$ cat src/rtl/phy_rx_unstriper_if.sv
// Lane-side and word-side signals of the two-lane receive unstriper.
// The master drives the lanes; the slave (the unstriper) drives the word outputs.
interface phy_rx_unstriper_if;
  logic [7:0]  data_in_0;
  logic [7:0]  data_in_1;
  logic        valid_in0;
  logic        valid_in1;
  logic [31:0] data_out;
  logic        valid_out;
  logic        active;
  logic        error;

  modport master (
    output data_in_0, data_in_1, valid_in0, valid_in1,
    input  data_out, valid_out, active, error
  );

  modport slave (
    input  data_in_0, data_in_1, valid_in0, valid_in1,
    output data_out, valid_out, active, error
  );
endinterface

$ cat src/rtl/phy_rx_unstriper.sv
// Two-lane receive unstriper: trains on idle symbols, then joins pairs of
// byte-pair beats into 32-bit words and flags framing errors.
module phy_rx_unstriper #(
  parameter logic [7:0]  IDLE_SYM = 8'hBC,
  parameter int unsigned BC_COUNT = 4
) (
  input  logic               clk_2f,
  input  logic               reset,
  phy_rx_unstriper_if.slave  lanes
);

  localparam logic [3:0] BC_LIMIT = 4'(BC_COUNT);

  typedef enum logic {
    SEARCH = 1'b0,
    ACTIVE = 1'b1
  } state_t;

  state_t      state_q, state_d;
  logic [3:0]  count_q, count_d;
  logic        phase_q, phase_d;
  logic [15:0] hold_q, hold_d;
  logic [31:0] data_out_q, data_out_d;
  logic        valid_out_q, valid_out_d;
  logic        error_q, error_d;
  logic        is_idle;
  logic        both_valid;
  logic        valid_split;

  assign is_idle = !lanes.valid_in0 && !lanes.valid_in1 &&
                   (lanes.data_in_0 == IDLE_SYM) && (lanes.data_in_1 == IDLE_SYM);
  assign both_valid  = lanes.valid_in0 && lanes.valid_in1;
  assign valid_split = lanes.valid_in0 != lanes.valid_in1;

  always_comb begin
    state_d     = state_q;
    count_d     = count_q;
    phase_d     = phase_q;
    hold_d      = hold_q;
    data_out_d  = data_out_q;
    valid_out_d = 1'b0;
    error_d     = 1'b0;

    unique case (state_q)
      SEARCH: begin
        phase_d = 1'b0;
        // Any non-idle cycle, data included, restarts training silently.
        if (is_idle) begin
          if (count_q < BC_LIMIT) count_d = count_q + 4'd1;
        end else begin
          count_d = 4'd0;
        end
        if (count_d == BC_LIMIT) state_d = ACTIVE;
      end

      ACTIVE: begin
        if (both_valid) begin
          if (!phase_q) begin
            hold_d  = {lanes.data_in_0, lanes.data_in_1};
            phase_d = 1'b1;
          end else begin
            data_out_d  = {hold_q, lanes.data_in_0, lanes.data_in_1};
            valid_out_d = 1'b1;
            phase_d     = 1'b0;
          end
        end else if (valid_split) begin
          error_d = 1'b1;
          phase_d = 1'b0;
        end else if (is_idle) begin
          error_d = phase_q;
          phase_d = 1'b0;
        end else begin
          // Garbage on idle lanes means alignment is lost: retrain.
          error_d = 1'b1;
          phase_d = 1'b0;
          count_d = 4'd0;
          state_d = SEARCH;
        end
      end

      default: state_d = SEARCH;
    endcase
  end

  always_ff @(posedge clk_2f or negedge reset) begin
    if (!reset) begin
      state_q     <= SEARCH;
      count_q     <= 4'd0;
      phase_q     <= 1'b0;
      hold_q      <= 16'd0;
      data_out_q  <= 32'd0;
      valid_out_q <= 1'b0;
      error_q     <= 1'b0;
    end else begin
      state_q     <= state_d;
      count_q     <= count_d;
      phase_q     <= phase_d;
      hold_q      <= hold_d;
      data_out_q  <= data_out_d;
      valid_out_q <= valid_out_d;
      error_q     <= error_d;
    end
  end

  assign lanes.data_out  = data_out_q;
  assign lanes.valid_out = valid_out_q;
  assign lanes.active    = (state_q == ACTIVE);
  assign lanes.error     = error_q;

endmodule
$ cat src/flat_wrapper.sv
// flat-port wrapper written by rule: the top's interface ports become plain ports
module phy_rx_unstriper_flat 
#(
  parameter logic [7:0]  IDLE_SYM = 8'hBC,
  parameter int unsigned BC_COUNT = 4
)
  (clk_2f, reset, lanes_data_in_0, lanes_data_in_1, lanes_valid_in0, lanes_valid_in1, lanes_data_out, lanes_valid_out, lanes_active, lanes_error);
  phy_rx_unstriper_if lanes_i ();
  input  logic clk_2f;
  input  logic reset;
  input wire logic [$bits(lanes_i.data_in_0)-1:0] lanes_data_in_0;
  input wire logic [$bits(lanes_i.data_in_1)-1:0] lanes_data_in_1;
  input wire logic [$bits(lanes_i.valid_in0)-1:0] lanes_valid_in0;
  input wire logic [$bits(lanes_i.valid_in1)-1:0] lanes_valid_in1;
  output wire logic [$bits(lanes_i.data_out)-1:0] lanes_data_out;
  output wire logic [$bits(lanes_i.valid_out)-1:0] lanes_valid_out;
  output wire logic [$bits(lanes_i.active)-1:0] lanes_active;
  output wire logic [$bits(lanes_i.error)-1:0] lanes_error;
  assign lanes_i.data_in_0 = lanes_data_in_0;
  assign lanes_i.data_in_1 = lanes_data_in_1;
  assign lanes_i.valid_in0 = lanes_valid_in0;
  assign lanes_i.valid_in1 = lanes_valid_in1;
  assign lanes_data_out = lanes_i.data_out;
  assign lanes_valid_out = lanes_i.valid_out;
  assign lanes_active = lanes_i.active;
  assign lanes_error = lanes_i.error;
  phy_rx_unstriper #(.IDLE_SYM(IDLE_SYM), .BC_COUNT(BC_COUNT)) u_core (.clk_2f(clk_2f), .reset(reset), .lanes(lanes_i));
endmodule
$ cat config.mk
export PLATFORM = sky130hd
export DESIGN_NAME = phy_rx_unstriper_flat
export DESIGN_NICKNAME = d
export VERILOG_FILES = /design/src/rtl/phy_rx_unstriper_if.sv /design/src/rtl/phy_rx_unstriper.sv /design/src/flat_wrapper.sv
export SDC_FILE = /design/constraint.sdc
export NUM_CORES = 1
export LEC_CHECK = 0
export CAP_MARGIN = 20
export CORE_ASPECT_RATIO = 0.6
export CORE_UTILIZATION = 44
export CTS_BUF_LIST = sky130_fd_sc_hd__clkbuf_16
export DETAILED_ROUTE_END_ITERATION = 8
export PLACE_DENSITY_LB_ADDON = 0.05
export SLEW_MARGIN = 30
export SYNTH_ARGS = -nofsm -noshare
export SYNTH_HDL_FRONTEND = slang
export SYNTH_SLANG_ARGS = --single-unit
export TNS_END_PERCENT = 30
$ cat constraint.sdc
create_clock -name clk_2f -period 1.63 [get_ports clk_2f]
set_clock_uncertainty 0.1 [all_clocks]
set_input_delay 0.4075 -clock clk_2f [delete_from_list [all_inputs] [get_ports clk_2f]]
set_output_delay 0.4075 -clock clk_2f [all_outputs]
set_load 0.03 [all_outputs]
* Yosys cells after proc, flatten, opt, wreduce, memory -nomap -nowiden
Cells that the tools add are included. W data, S select, Z words.
Storage, ports and cells: register bits 56, input bits 20, output and inout port bits 35, word-level logic and storage cells 49
Operators by class: add/subtract/negate cells 1, order comparisons 1, eq/ne operators 7, mux-type cells 22, bitwise gates (word level) 2, reductions and logical operators 9
Operators with widths (number):
- $mux W4 | 6
- $eq A8 B8 Y1 const B | 2
- $mux W1 | 13
- $reduce_and A3 Y1 | 3
- $pmux W4 S2 | 1
- $ne A2 B2 Y1 const B | 3
- $add A4 B1 Y4 const B | 1
- $eq A4 B3 Y1 const B | 1
- $logic_and A1 B1 Y1 | 4
- $lt A4 B3 Y1 const B | 1
- $pmux W1 S2 | 2
- $logic_not A1 Y1 | 2
- $not A1 Y1 | 2
- $ne A1 B1 Y1 | 1

* Logic depth before layout (Yosys ltp)
Gate-level depths: netlist (run 1).
depth in word-level cells 9, gate-level depth with buffers 6, gate-level depth less buffers 6

* Worst setup path before layout (run 1)
Ideal clock, no wire load.
path kind reg-to-reg, start register u_core.count_q[0], end register u_core.state_q, in the netlist u_core.lanes.active, library setup time 0.076 ns, arrival 1.424 ns, required time 1.454 ns, slack 0.030 ns, cell stages (with the launch flop) 6, path buffers 0, period minus slack after synthesis 1.600 ns, cells stage by stage dfrtp_1 ha_1 or4bb_1 a21oi_1 nor2_1 o21ai_1
On the way: longest elaborated chain between the ends 7, elaborated cells on any way between the ends 8
Ends and longest elaborated chain:
- start, declared | RTL line phy_rx_unstriper.sv:20 | logic [3:0] count_q, count_d;
- start signal, assigned | RTL line phy_rx_unstriper.sv:96 | count_q <= count_d;
- $add A4 B1 Y4 or $lt A4 B3 Y1 (tied branches) | RTL line phy_rx_unstriper.sv:49 | if (count_q < BC_LIMIT) count_d = count_q + 4'd1;
- $mux W4 * | RTL line phy_rx_unstriper.sv:49
- $mux W4 * | RTL line phy_rx_unstriper.sv:48 | if (is_idle) begin
- $mux W4 * | RTL line phy_rx_unstriper.sv:44 | unique case (state_q)
- $eq A4 B3 Y1 * | RTL line phy_rx_unstriper.sv:53 | if (count_d == BC_LIMIT) state_d = ACTIVE;
- $mux W1 * | RTL line phy_rx_unstriper.sv:53
- $pmux W1 S2 * | RTL line phy_rx_unstriper.sv:44
- via u_core.state_d | RTL line phy_rx_unstriper.sv:19 | state_t state_q, state_d;
- end signal, assigned | RTL line phy_rx_unstriper.sv:95 | state_q <= state_d;
- end, declared | RTL line phy_rx_unstriper.sv:19
The timed path passes the listed nets; every way through them passes the cells marked *. The select of a mux whose other input is x is not followed. A chain may end at the register's enable or synchronous reset.

* Final worst setup path (run 1)
Same ends and word-level chain as after synthesis.

==> metrics, run 1 <==
outcome finished with violations; failing checks setup timing; Setup CP Type reg -> reg; Buffers & Inverters on Critical Path 0; IO Pins 55; max-slew violations 0; syn nets 205; Initial Util 0.475; Req. time, crit path around 1.7 ns; Async S/R FF share, synth 1.00; Worst path max stage delay 0.51 ns; H-tree Lvls 2; Top FF cell, synth dfrtp_1; clk slew on worst S/H paths 0.07 ns; measured slew at the worst slew-check pin 0.376 ns; upper clock frequency limit 0.569 GHz; GRT Util Overall 0.206; Root Buffer clkbuf_16; Hold Crit Class in -> async; library cells used by synthesis 30; Critical Path Source Type flip-flop; area share of the largest cell type after synthesis 0.624; vias ~1,700; number of global-route vias before repair 1,710; Placed Instance Area 3050 µm²; number of antenna violations at the first check in global routing 0; Syn. warnings 0; Leakage ~1.8 nW; CTS buffer count 5; post-synth top area cell dfrtp_1; first-pass GRT wire length between 8000 and 9000 µm; FF-to-FF setup slack -0.13 ns; Setup TNS -0.178 ns; Final WS setup -0.129 ns; DIE WIDTH 94.2 µm; final hold vios 0; Clock Sinks 56; Worst path slowest cell or4bb_1; Clock Tree Buf Depth 2; post-synthesis sequential area ratio 0.624; CTS Hold Bufs 0; share of layout cells above drive strength 1 0.292; Mapped Area 2250 µm²; placer congestion estimate 0.843; post-DR wirelength/cell 15.3 µm; Max Cap Viol 0; Die Area ~5400 µm²; # port buffers 54; fin crit share 1.08; EDFF count, synth 0; DR pass1 iterations 4; Final min period 1.76 ns; RSZ-0062 raised after global routing yes; crit-path cells ha_1 > or4bb_1 > a21oi_2 > nor2_1 > o21ai_1; Detailed Place HPWL 3620 µm; fillers approximately 360; Starting DRT DRC Count 50; via/cell ratio 5.10; peak supply drop ~0.54 mV; critical path arrival 1.87 ns; top cells by area, synth dfrtp_1 (62%), mux2_2 (16%), nand2_1 (8.2%); Die H 57.3 µm; Post-Route WL 4990 µm; ANT nets after route 0; Synth-to-Final Area Change 42.5%; Post-Layout Inst Area 3200 µm²; CTS tree done; CP Max Fanout 2; delay-heaviest family, CP simple AND/OR/NAND/NOR gates; global route overflow 0; DRC Markers 0; cell count after synthesis 182; Core ar. 4730 µm²; Worst-Skew Late Latency 0.29 ns; syn avg cell area around 12 µm²; largest net degree at the start of global routing between 50 and 60; # diodes 0; Slew Limit Headroom 0.748; Final setup viols 4; CP endpoint kind flip-flop; Final #Nets 286; row count 19; PwrDens 794 nW/µm²; Yosys reg bits 56
[cells by family after synthesis]
family	Yosys count	synth area share
compound gates	11	0.0312
fa+ha+maj	3	0.0167
buf+inv	13	0.0245
flops	56	0.624
mux	32	0.160
simple gates	67	0.143
[cells in the final DEF (no fill, tap or decap), types with 2 or more instances in the layout]
master	count
buf_12	4
buf_4	22
clkbuf_16	5
clkdlybuf4s50_1	13
clkinv_1	2
clkinvlp_4	2
dfrtp_1	56
dlygate4sd2_1	39
ha_1	2
inv_1	6
mux2_2	32
nand2_1	49
nor2_1	5
o21ai_0	3
[worst reg2reg max path: stages, from the launching register on]
cell     delay, ns
dfrtp_1       0.39
ha_1          0.31
or4bb_1       0.51
a21oi_2       0.16
nor2_1        0.06
o21ai_1       0.15
[layer usage]
metal / share of wire / global-route usage / vias up
met5: 0 / 0 / -
met3: 0.060 / 0.0547 / 9
met4: 0.014 / 0.0703 / 0
met2: 0.46 / 0.322 / 59
li1: - / - / 776
met1: 0.47 / 0.280 / 824
[metrics by stage]
step | hold slack (ns) | utilization | power [mW] | setup WS [ns] | std cells
2_1_floorplan | 0.0119 | - | 1.43 | 0.0296 | 182
3_3_place_gp | 0.316 | 0.645 | 1.53 | -0.489 | 316
3_5_place_dp | 0.328 | 0.645 | 1.54 | -0.537 | 316
4_1_cts | 0.0165 | 0.673 | 2.57 | -0.125 | 325
5_1_grt | 0.0279 | 0.676 | 2.62 | -0.184 | 327
6_report | 0.00916 | 0.676 | 2.54 | -0.129 | 327
[area by class of cell]
| type | count | area, µm² | share of cell area |
|---|---|---|---|
| inverter | 7 | 26.3 | 0.00821 |
| clock inverter | 3 | 18.8 | 0.00587 |
| tap | 63 | 78.8 | 0.0246 |
| clock buffer | 5 | 125 | 0.0391 |
| timing repair buffer | 80 | 733 | 0.229 |
| multi-input combinational | 113 | 816 | 0.255 |
| sequential | 56 | 1400 | 0.438 |
[flip-flops by register name, indices dropped and copies added, names as in the netlist]
signal,cells
u_core.lanes.data_out,32
u_core.hold_q,16
u_core.count_q,4
u_core.lanes.active,1
u_core.lanes.error,1
u_core.lanes.valid_out,1
u_core.phase_q,1
[repair_timing]
| action | CTS | global route |
|---|---|---|
| pin swaps | 4 | 1 |
| endpoints found under the setup margin | 72 | 4 |
| buffers inserted | 1 | 2 |
| cloned | 0 | 0 |
| gates resized for setup | 45 | 0 |
[power by group]
group / total [mW] / internal (mW) / leakage, nW / switching [mW]
Sequential: 1.39 / 1.39 / 0.783 / 0.000000728
Combinational: 0.123 / 0.0638 / 0.936 / 0.0589
Clock: 1.03 / 0.564 / 0.0635 / 0.464
Total: 2.54 / 2.02 / 1.78 / 0.523
[Yosys cell counts, types with 2 or more instances]
library cell / instances
dfrtp_1: 56
inv_1: 6
ha_1: 3
a21oi_1: 2
buf_2: 5
nand2_1: 49
mux2_2: 32
o21ai_0: 3
nor2_1: 5
[worst paths after layout]
check | start | endpoint | cells after the start
hold reg to reg | u_core.hold_q[12] | u_core.hold_q[12] | 2
max in group asynchronous | reset | u_core.hold_q[14] | 2
setup reg to reg | u_core.count_q[0] | u_core.lanes.active | 5
min in group clk_2f | u_core.hold_q[12] | u_core.hold_q[12] | 2
setup / recovery | u_core.count_q[0] | u_core.lanes.active | 5
hold / removal | reset | u_core.hold_q[0] | 2
No activity file was read; power rests on OpenSTA's default activity.
==> run 2, diff against run 1 <==
- CORE_MARGIN: not set -> 8
==> metrics, run 2 (synthesis gave the netlist of run 1 again) <==
PwrDens roughly 790 nW/µm²; Setup CP Type in -> reg; Final WS setup -0.00519 ns; failing checks setup timing; largest net degree at the start of global routing 57; Post-Route WL about 5200 µm; via/cell ratio 4.96; DR pass1 iterations 4; sequential power share 0.553; Synth-to-Final Area Change 42.2%; Die H 71.3 µm; peak supply drop 0.422 mV; switching share of power 0.200; CP endpoint kind flip-flop; Clock power frac 0.398; Gate power share 0.049; Initial Util 0.451; number of antenna violations at the first check in global routing 0; row count 20; Die Area 7720 µm²; Leakage between 1.5 and 2 nW; share of layout cells above drive strength 1 0.288; Hold Crit Class in -> async; global route overflow 0; Slew Limit Headroom 0.778; # diodes 0; fin crit share 1.00; CTS Hold Bufs 0; number of global-route vias before repair 1,715; Critical Path Source Type input port; post-layout util 0.641; critical path arrival 1.70 ns; max-slew violations 0; Core ar. approximately 5000 µm²; Max Cap Viol 0; ANT nets after route 0; Final setup viols 2; most frequent cells in the layout dfrtp_1 (55), nand2_1 (49), dlygate4sd2_1 (38), mux2_2 (32), buf_4 (20); most common cell after layout, fill and taps aside dfrtp_1; Final #Nets ~280; Final min period 1.64 ns; Psw around 0.5 mW; CP Max Fanout 3; Largest register FFs 32; Int Pwr 2.01 mW; Worst-Skew Late Latency 0.28 ns; # port buffers 54; clk slew on worst S/H paths around 0.070 ns; upper clock frequency limit 0.612 GHz; H-tree Lvls 2; Non-Filler Instances 326; GRT Util Overall 0.140; placed cells approximately 320; placer congestion estimate roughly 0.85; hold_ws 0.00413 ns; first-pass GRT wire length 8510 µm; vias 1,618; Setup WS pre-CTS -0.464 ns; final hold vios 0; post-DR wirelength/cell around 16 µm; Clock Sinks 56; Detailed Place HPWL 3830 µm; DIE WIDTH 108 µm; CTS tree done; outcome finished with violations; measured slew at the worst slew-check pin 0.335 ns; DRC Markers 0; RSZ-0062 raised after global routing yes; CTS buffer count 5; Clock Tree Buf Depth 2; IO Pins 55; Root Buffer clkbuf_16; Starting DRT DRC Count 140; Req. time, crit path 1.70 ns
[run 2: changes by cell type in the layout (fill, tap and decap cells not counted), moves of 2 or more]
cell             before  now
dlymetal6s2s_1        0    5
clkdlybuf4s50_1      13    9
o21ai_0               3    1
buf_4                22   20
[run 2: final timing paths]
check / from / end / slack [ns] / cells past startpoint
max: lanes_data_in_1[7] / u_core.lanes.error / -0.005 / 5
min: reset / u_core.lanes.data_out[4] / 0.004 / 2
max reg2reg: u_core.count_q[0] / u_core.lanes.active / 0 / 5
min reg2reg: u_core.hold_q[3] / u_core.hold_q[3] / 0.38 / 2
max in group asynchronous: reset / u_core.lanes.active / 1.17 / 2
min in group clk_2f: lanes_data_in_0[4] / u_core.hold_q[12] / 0.31 / 3
[run 2: final cells by class]
type	count	area, µm²
fill	379	1790
sequential	56	1400
multi-input combinational	113	832
timing repair buffer	77	712
clock buffer	5	125
tap	66	82.6
inverter	7	26.3
clock inverter	2	12.5
[run 2: metrics by stage]
step	instance area, µm²	power (mW)	setup TNS, ns
after floorplan	2250	1.43	0
after global placement	3040	1.54	-15.61
after detailed placement	3040	1.54	-17.93
after CTS	3140	2.54	-0.0708
after global routing	3190	2.60	-0.0967
final	3190	2.51	-0.00966
[run 2: timing repair]
| action | in CTS | in global routing |
|---|---|---|
| endpoints found under the setup margin | 74 | 7 |
| resized for setup | 41 | 12 |
| pin swaps | 4 | 5 |
| setup buffers | 0 | 0 |
[run 2: critical path: stages]
cell	delay, ns
clkdlybuf4s50_1	0.49
nand3b_1	0.18
nor3_4	0.25
nand2_2	0.07
o311a_1	0.29
[run 2: per-layer routing]
metal | global-route usage | part of all wire
met5 | 0 | 0
met3 | 0.0501 | 0.067
met4 | 0.0367 | 0.011
met2 | 0.226 | 0.48
met1 | 0.173 | 0.44
[run 2: power groups by stage]
stage / clock network [mW] / registers, mW / logic, mW
after floorplan: 0 / 1.42 / 0.0109
after global placement: 0 / 1.42 / 0.122
after detailed placement: 0 / 1.42 / 0.124
after CTS: 1.03 / 1.39 / 0.122
after global routing: 1.08 / 1.39 / 0.136
final: 0.999 / 1.39 / 0.124
